==> config.mk <==
export PLATFORM = sky130hd
export DESIGN_NAME = alu_pipe
export DESIGN_NICKNAME = d
export VERILOG_FILES = /design/src/rtl/alu_pipe_pkg.sv /design/src/rtl/alu_pipe_mul.sv /design/src/rtl/alu_pipe.sv
export SDC_FILE = /design/constraint.sdc
export NUM_CORES = 1
export LEC_CHECK = 0
export ABC_AREA = 1
export BUFFER_PORTS_ARGS = -buffer_cell sky130_fd_sc_hd__buf_2
export CAP_MARGIN = 20
export CORE_UTILIZATION = 40
export DETAILED_ROUTE_END_ITERATION = 10
export GPL_TIMING_DRIVEN = 0
export SYNTH_ARGS = -nofsm -noshare
export SYNTH_HDL_FRONTEND = slang
export SYNTH_SLANG_ARGS = --single-unit
export TNS_END_PERCENT = 100
==> constraint.sdc <==
create_clock -name clock -period 3.55 [get_ports clock]
set_clock_uncertainty 0.15 [all_clocks]
set_input_delay 0.355 -clock clock [delete_from_list [all_inputs] [get_ports clock]]
set_output_delay 0.355 -clock clock [all_outputs]
set_load 0.02 [all_outputs]
==> src/rtl/alu_pipe_pkg.sv <==
`default_nettype none
// ============================================================================
// alu_pipe_pkg : shared opcode/state types and result-width derivation
// Rev 1.0
// ============================================================================
package alu_pipe_pkg;

    typedef enum logic [2:0] {
        OP_ADD = 3'd0,
        OP_SUB = 3'd1,
        OP_AND = 3'd2,
        OP_OR  = 3'd3,
        OP_XOR = 3'd4,
        OP_MUL = 3'd5
    } op_e;

    typedef enum logic [1:0] {
        IDLE = 2'd0,
        BUSY = 2'd1,
        DONE = 2'd2
    } state_e;

    function automatic int out_w(input int width);
        return 2 * width;
    endfunction

endpackage
`default_nettype wire

==> src/rtl/alu_pipe_mul.sv <==
`default_nettype none
// ============================================================================
// alu_pipe_mul : iterative unsigned shift-add multiplier, one step per cycle
// Rev 1.0
// ============================================================================
module alu_pipe_mul
    import alu_pipe_pkg::*;
#(
    parameter int WIDTH = 16,
    localparam int OUT_W = out_w(WIDTH)
) (
    input  logic             clock,
    input  logic             reset,
    input  logic             start,
    input  logic [WIDTH-1:0] a,
    input  logic [WIDTH-1:0] b,
    output logic             done,
    output logic [OUT_W-1:0] product
);

    localparam int CW = $clog2(WIDTH);

    logic [OUT_W-1:0] acc;
    logic [OUT_W-1:0] mcand;
    logic [WIDTH-1:0] mplier;
    logic [CW-1:0]    count;
    logic             running;

    // done marks the cycle whose edge performs the final partial-product step
    assign done    = running && (count == CW'(WIDTH - 1));
    assign product = acc;

    always_ff @(posedge clock or negedge reset) begin
        if (!reset) begin
            acc     <= '0;
            mcand   <= '0;
            mplier  <= '0;
            count   <= '0;
            running <= 1'b0;
        end else if (start) begin
            acc     <= '0;
            mcand   <= OUT_W'(a);
            mplier  <= b;
            count   <= '0;
            running <= 1'b1;
        end else if (running) begin
            if (mplier[0]) begin
                acc <= acc + mcand;
            end
            mcand  <= mcand << 1;
            mplier <= mplier >> 1;
            if (done) begin
                count   <= '0;
                running <= 1'b0;
            end else begin
                count <= count + 1'b1;
            end
        end
    end

endmodule
`default_nettype wire

==> src/rtl/alu_pipe.sv <==
`default_nettype none
// ============================================================================
// alu_pipe : handshaked ALU (ADD/SUB/AND/OR/XOR inline, optional iterative MUL)
// Optional feature macro: ALU_PIPE_MUL_EN enables the shift-add multiplier.
// Rev 1.0
// ============================================================================
module alu_pipe
    import alu_pipe_pkg::*;
#(
    parameter int WIDTH = 16,
    localparam int OUT_W = out_w(WIDTH)
) (
    input  logic             clock,
    input  logic             reset,
    input  logic             io_i_valid,
    output logic             io_i_ready,
    input  logic [2:0]       io_i_op,
    input  logic [WIDTH-1:0] io_i_A,
    input  logic [WIDTH-1:0] io_i_B,
    output logic             io_o_valid,
    input  logic             io_o_ready,
    output logic [OUT_W-1:0] io_o_W,
    output logic             io_o_err
);

    state_e           state;
    state_e           next_state;
    logic             accept;
    logic             is_mul;
    logic [OUT_W-1:0] alu_res;
    logic             alu_err;
    logic [OUT_W-1:0] result;

`ifdef ALU_PIPE_MUL_EN
    logic             mul_done;
    logic [OUT_W-1:0] mul_product;
    logic             sel_mul;

    assign is_mul = (io_i_op == OP_MUL);

    alu_pipe_mul #(.WIDTH(WIDTH)) u_mul (
        .clock   (clock),
        .reset   (reset),
        .start   (accept && is_mul),
        .a       (io_i_A),
        .b       (io_i_B),
        .done    (mul_done),
        .product (mul_product)
    );

    // multiplier keeps its product stable after finishing, so it is muxed out directly
    assign io_o_W = sel_mul ? mul_product : result;
`else
    assign is_mul = 1'b0;
    assign io_o_W = result;
`endif

    always_ff @(posedge clock or negedge reset) begin
        if (!reset) begin
            state <= IDLE;
        end else begin
            state <= next_state;
        end
    end

    always_comb begin
        next_state = state;
        io_i_ready = 1'b0;
        io_o_valid = 1'b0;
        case (state)
            IDLE: io_i_ready = 1'b1;
            DONE: begin
                io_o_valid = 1'b1;
                io_i_ready = io_o_ready;
            end
            default: ;
        endcase
        accept = io_i_valid && io_i_ready;
        if (accept) begin
            next_state = is_mul ? BUSY : DONE;
        end else begin
            case (state)
`ifdef ALU_PIPE_MUL_EN
                BUSY: if (mul_done) next_state = DONE;
`else
                BUSY: next_state = IDLE;
`endif
                DONE: if (io_o_ready) next_state = IDLE;
                default: ;
            endcase
        end
    end

    always_comb begin
        alu_res = '0;
        alu_err = 1'b0;
        case (op_e'(io_i_op))
            OP_ADD: alu_res = OUT_W'(io_i_A) + OUT_W'(io_i_B);
            OP_SUB: alu_res = OUT_W'(io_i_A) - OUT_W'(io_i_B);
            OP_AND: alu_res = OUT_W'(io_i_A & io_i_B);
            OP_OR:  alu_res = OUT_W'(io_i_A | io_i_B);
            OP_XOR: alu_res = OUT_W'(io_i_A ^ io_i_B);
`ifdef ALU_PIPE_MUL_EN
            OP_MUL: alu_res = '0;
`endif
            default: alu_err = 1'b1;
        endcase
    end

    always_ff @(posedge clock or negedge reset) begin
        if (!reset) begin
            result   <= '0;
            io_o_err <= 1'b0;
`ifdef ALU_PIPE_MUL_EN
            sel_mul  <= 1'b0;
`endif
        end else if (accept) begin
            result   <= alu_res;
            io_o_err <= alu_err;
`ifdef ALU_PIPE_MUL_EN
            sel_mul  <= is_mul;
`endif
        end
    end

endmodule
`default_nettype wire

; Word-level counts from Yosys, hierarchy flattened
; Index checks and enable logic that the tools add are counted.
; W data, S select, Z words.
[op_classes]
add_sub_neg = 2
n_eq_ne = 7
muxes = 7
n_bitwise = 3
reduce_logical = 6
[op_table]
columns = operator, count
row1 = $pmux W32 S5, 1
row2 = $add A16 B16 Y17, 1
row3 = $sub A16 B16 Y17, 1
row4 = $and A16 B16 Y16, 1
row5 = $or A16 B16 Y16, 1
row6 = $xor A16 B16 Y16, 1
row7 = $eq A3 B2 Y1 const B, 2
row8 = $reduce_or A5 Y1, 1
row9 = $mux W2, 2
row10 = $pmux W2 S2, 1
row11 = $eq A3 B1 Y1 const B, 1
row12 = $eq A3 B3 Y1 const B, 1
row13 = $logic_not A3 Y1, 1
row14 = $ne A3 B3 Y1 const B, 1
row15 = $reduce_bool A3 Y1, 1
row16 = $eq A2 B1 Y1 const B, 1
row17 = $eq A2 B2 Y1 const B, 1
row18 = $logic_not A2 Y1, 1
row19 = $mux W1, 2
row20 = $pmux W1 S2, 1
row21 = $reduce_and A2 Y1, 1
row22 = $logic_and A1 B1 Y1, 1
[word_totals]
regBits = 35
input_bits = 39
out_inout_bits = 35
wordCells = 28

; Depth between registers and ports, before layout
[logic_depth]
word_depth = 5
ltp_mapped = 16
mapped_depth_nobuf = 16

; Worst setup path after synthesis
; OpenSTA, ideal clock, no wires.
[synth_path]
path_kind = input-to-reg
start = input io_i_A[0]
end = register result[16] (netlist: io_o_W[16])
setup_time_ns = 0.066
t_arrival_ns = 1.709
required_ns = 3.334
slack_ns = 1.625
cell_stages = 15
path_buffers = 0
path_cell_list = inv_1 -> ha_1 -> inv_1 -> fa_1 -> nand2_1 -> nand2_1 -> nand3_1 -> nand2_1 -> nand2_1 -> nand3_1 -> nand3_1 -> nand3_1 -> nand2_1 -> nand2_1 -> nand2_1
[synth_via]
elab_chain_cells = 2
elab_cells_between_ends = 3
cone_classes = add/sub (2) / mux (1)
[synth_rtl]
columns = element, line
row1 = start: declaration, alu_pipe.sv:18  ; input logic [WIDTH-1:0] io_i_A,
row2 = $sub A16 B16 Y17 / $add A16 B16 Y17 (equally long branches), "alu_pipe.sv:99, alu_pipe.sv:98"
row3 = $pmux W32 S5 *, alu_pipe.sv:97  ; case (op_e'(io_i_op))
row4 = end signal: assignment, alu_pipe.sv:118  ; result <= alu_res;
row5 = end: declaration, alu_pipe.sv:32  ; logic [OUT_W-1:0] result;
; Every way passes the cells marked *; elsewhere a longest branch is shown, timed or not.
; A chain may end at the register's enable or synchronous reset.

; Worst setup path in the final report
; Ends and elaborated chain as after synthesis.

==> impl_metrics.py <==
metrics = {
    "critical_path": {
        "worstSetupPathType": "in2reg",
        "critical_path_required_ns": 3.60,
        "worst_setup_path_start_kind": "input port",
        "arrival_ns": 2.24,
        "worst-path-max-fanout": 4,
        "critPathCaptureType": "flip-flop",
    },
    "clocking": {
        "clockRootBuffer": "clkbuf_8",
        "clock_latency_ns": 0.26,
        "clock_sinks": 20,
        "cts_tree": "done",
        "clock_path_buffers": 2,
        "clk_pin_slew_ns": 0.08,
        "cts-buffers-inserted": 3,
        "htreeDepth": 1,
    },
    "finish": {
        "finalNetCount": 779,
        "layout-drive-gt1-share_pct": 16.72,
        "stdcell_count": 793,
        "fin_area_um2": 4114,
        "antenna_cells": 0,
        "syn_to_final_growth_pct": 16.18,
        "seqCellArea_um2": 500.5,
        "multi_input_area_um2": 2445,
        "fill_cells": 906,
    },
    "sta": {
        "rsz0062_at_grt": "no",
        "max_slew_margin_pct": 69.63,
        "tightestPinTransition_ns": 0.4555,
        "fin_setup_tns_ns": 0,
        "postLayoutSetupSlackWorst_ns": 1.356,
        "period_needed_ns": 2.194,
        "final_hold_viol_count": 0,
        "finalSetupViolCount": 0,
        "slew_viol_final": 0,
        "fmax_ghz": 0.4559,
        "fin_crit_sh_pct": 61.79,
    },
    "drt": {
        "ant_nets": 0,
        "viasPerCell": 5.014,
        "drtIter0Drc": 190,
        "drt-total-wl_um": 11070,
        "first_pass_iters": 4,
        "wl_per_cell_um": 13.96,
        "drcViolationCount": 0,
        "via_count": 3976,
    },
    "power_and_ir_drop": {
        "p_sw_mw": 0.4870,
        "combinationalPowerShare_pct": 53.3,
        "powerDensity_nw_per_um2": 266.4,
        "p_leak_nw": 2.573,
        "p_sw_share_pct": 44.44,
        "p_int_mw": 0.6090,
        "ir_worst_vdd_mv": 0.1992,
        "seq_power_share_pct": 25.9,
        "clkPwrFrac_pct": 20.8,
    },
    "job": {
        "drv_cap": 0,
    },
    "yosys": {
        "ys_seq_area_share_pct": 14.13,
        "avgSynthCellArea_um2": 5.795,
        "synth-main-ff-cell": "dfrtp_1",
        "synthCells": 611,
        "synth-seq-cells": 20,
        "netlist.top_cell.by_area": "nand2_1",
        "synth.distinct_cells": 33,
        "synth-edff-count": 0,
        "syn_nets": 701,
        "synth.area.top_cells": "nand2_1 22%, ha_1 17%, dfrtp_1 14%, inv_1 11%, nand3_1 7.5%",
        "ys_warn_count": 0,
        "synth.top_cell.area_share_pct": 22.37,
        "synth_area_um2": 3541,
        "synth-async-reset-ratio_pct": 100.0,
    },
    "grt": {
        "grt_max_degree": 21,
        "grt_pass1_vias": 3624,
        "antenna_found_initial": 0,
        "grt_pass1_wl_um": 17560,
        "grt-ovfl-total": 0,
        "track_usage_pct": 24.92,
    },
    "placement": {
        "pre_cts_slack_ns": 1.140,
        "place_hpwl_um": 9064,
        "port_buffers": 72,
        "numPlacedInstances": 788,
        "place_congestion": 0.9113,
        "placed_area_um2": 4033,
    },
    "worst_hold_path": {
        "min_path_type": "in2reg",
    },
    "run_status": {
        "outcome": "finished clean",
    },
    "die": {
        "io-pin-count": 74,
        "core-area_um2": 8382,
        "die_x_um": 96.09,
        "start_util_pct": 42.25,
        "num_rows": 33,
        "die-height_um": 96.09,
        "die-area_um2": 9232,
    },
}
what timing repair did:
action | 4_1_cts | 5_1_grt
hold endpoints to repair | 20 | 0
buffers inserted | 0 | 0
hold buffers | 1 | 0
gates resized for setup | 0 | 0
per-stage QoR:
stage / power [mW] / util, % / hold WS [ns]
after CTS: 1.097 / 49.08 / 0.2225
after global routing: 1.189 / 49.08 / 0.2628
after global placement: 0.8614 / 48.11 / 0.1694
final: 1.096 / 49.08 / 0.2190
after detailed placement: 0.8670 / 48.11 / 0.1770
after floorplan: 0.6802 / - / -0.09059
critical path, cell delays in order:
cell	delay, ns
buf_2	0.11
inv_1	0.07
ha_1	0.14
inv_1	0.08
fa_1	0.38
nand2_1	0.11
nand2_1	0.08
nand3_1	0.08
nand2_1	0.13
nand2_1	0.16
nand3_1	0.10
nand3_1	0.08
nand3_1	0.14
nand2_1	0.10
nand2_1	0.05
nand2_1	0.06
logic make-up (layout without fill, tap and decap cells):
family | after synthesis | in the layout | synth area share, %
AND/OR/NAND/NOR | 332 | 332 | 39.05
AO/OA/AOI/OAI | 70 | 70 | 11.55
adder cells (fa/ha/maj) | 51 | 51 | 18.45
buffers and inverters | 138 | 215 | 16.82
flip-flops | 20 | 20 | 14.13
power by group through the flow:
stage,Clock [mW],Sequential [mW],Combinational (mW)
after floorplan,0,0.332,0.348
after CTS,0.231,0.284,0.582
after global placement,0,0.288,0.573
after global routing,0.242,0.288,0.659
after detailed placement,0,0.289,0.578
final,0.228,0.284,0.584
cell usage after synthesis, types with 2 or more instances:
cell / instances
buf_2: 5
o22ai_1: 7
o21bai_1: 3
buf_4: 17
ha_1: 49
a21oi_1: 25
clkbuf_1: 2
nand4_1: 6
inv_2: 9
o21ai_1: 8
dfrtp_1: 20
o21ai_0: 9
a211oi_1: 4
inv_1: 103
nand2_1: 211
o211ai_1: 5
nor2_1: 52
and2_1: 3
nor2_4: 2
nand3_2: 2
a31oi_1: 4
fa_1: 2
nand3_1: 53
sequential cells by signal, indices dropped and copies added (netlist names):
register,count
state,1
io_o_W,18
io_o_err,1
cell usage in the layout (no fill, tap or decap):
cell type and n:
o21bai_1 3, clkbuf_8 3, buf_2 77, nor3_1 1
nor2_1 52, ha_1 49, and2_1 3, nor2_8 1
o211ai_1 5, nand2_2 1, o21a_1 1, bufinv_16 1
nand2_1 211, nand3_2 2, a21oi_1 25, nand4_1 6
a211oi_1 4, o21ai_1 8, inv_2 9, buf_6 1
dfrtp_1 20, buf_4 17, dlygate4sd3_1 1, o22ai_1 7
buf_1 1, a21o_1 1, inv_1 103, fa_1 2
nor2_4 2, a31oi_1 4, o21ai_2 1, o21ai_0 9
o311ai_1 1, a21boi_1 1, nand3_1 53, clkbuf_1 2
area by class of cell:
type                            count  area share (%)
Buffer                             26           4.258
Clock buffer                        3           1.004
Clock inverter                      1          0.7299
Inverter                          112           10.22
Multi-Input combinational cell    453           59.43
Sequential cell                    20           12.17
Tap cell                          105           3.193
Timing Repair Buffer               73           9.002
metal layers:
layer | track usage (%) | wire, um
met1 | 33.35 | 5080
met2 | 43.68 | 5246
met3 | 2.291 | 608
met4 | 4.353 | 138
met5 | 0 | 0
final timing paths:
| kind | slack, ns | start | to | depth (start not counted) |
|---|---|---|---|---|
| max in group asynchronous | 2.50 | reset | io_o_W[16] | 2 |
| hold reg to reg | 0.33 | io_o_W[16] | io_o_W[16] | 2 |
| setup reg to reg | 1.94 | state[1] | io_o_W[2] | 6 |
| min in group asynchronous | 0.43 | reset | io_o_W[1] | 2 |
| hold / removal | 0.22 | io_o_ready | state[1] | 4 |
| setup / recovery | 1.36 | io_i_A[0] | io_o_W[16] | 16 |
(Power assumes the default switching activity.)
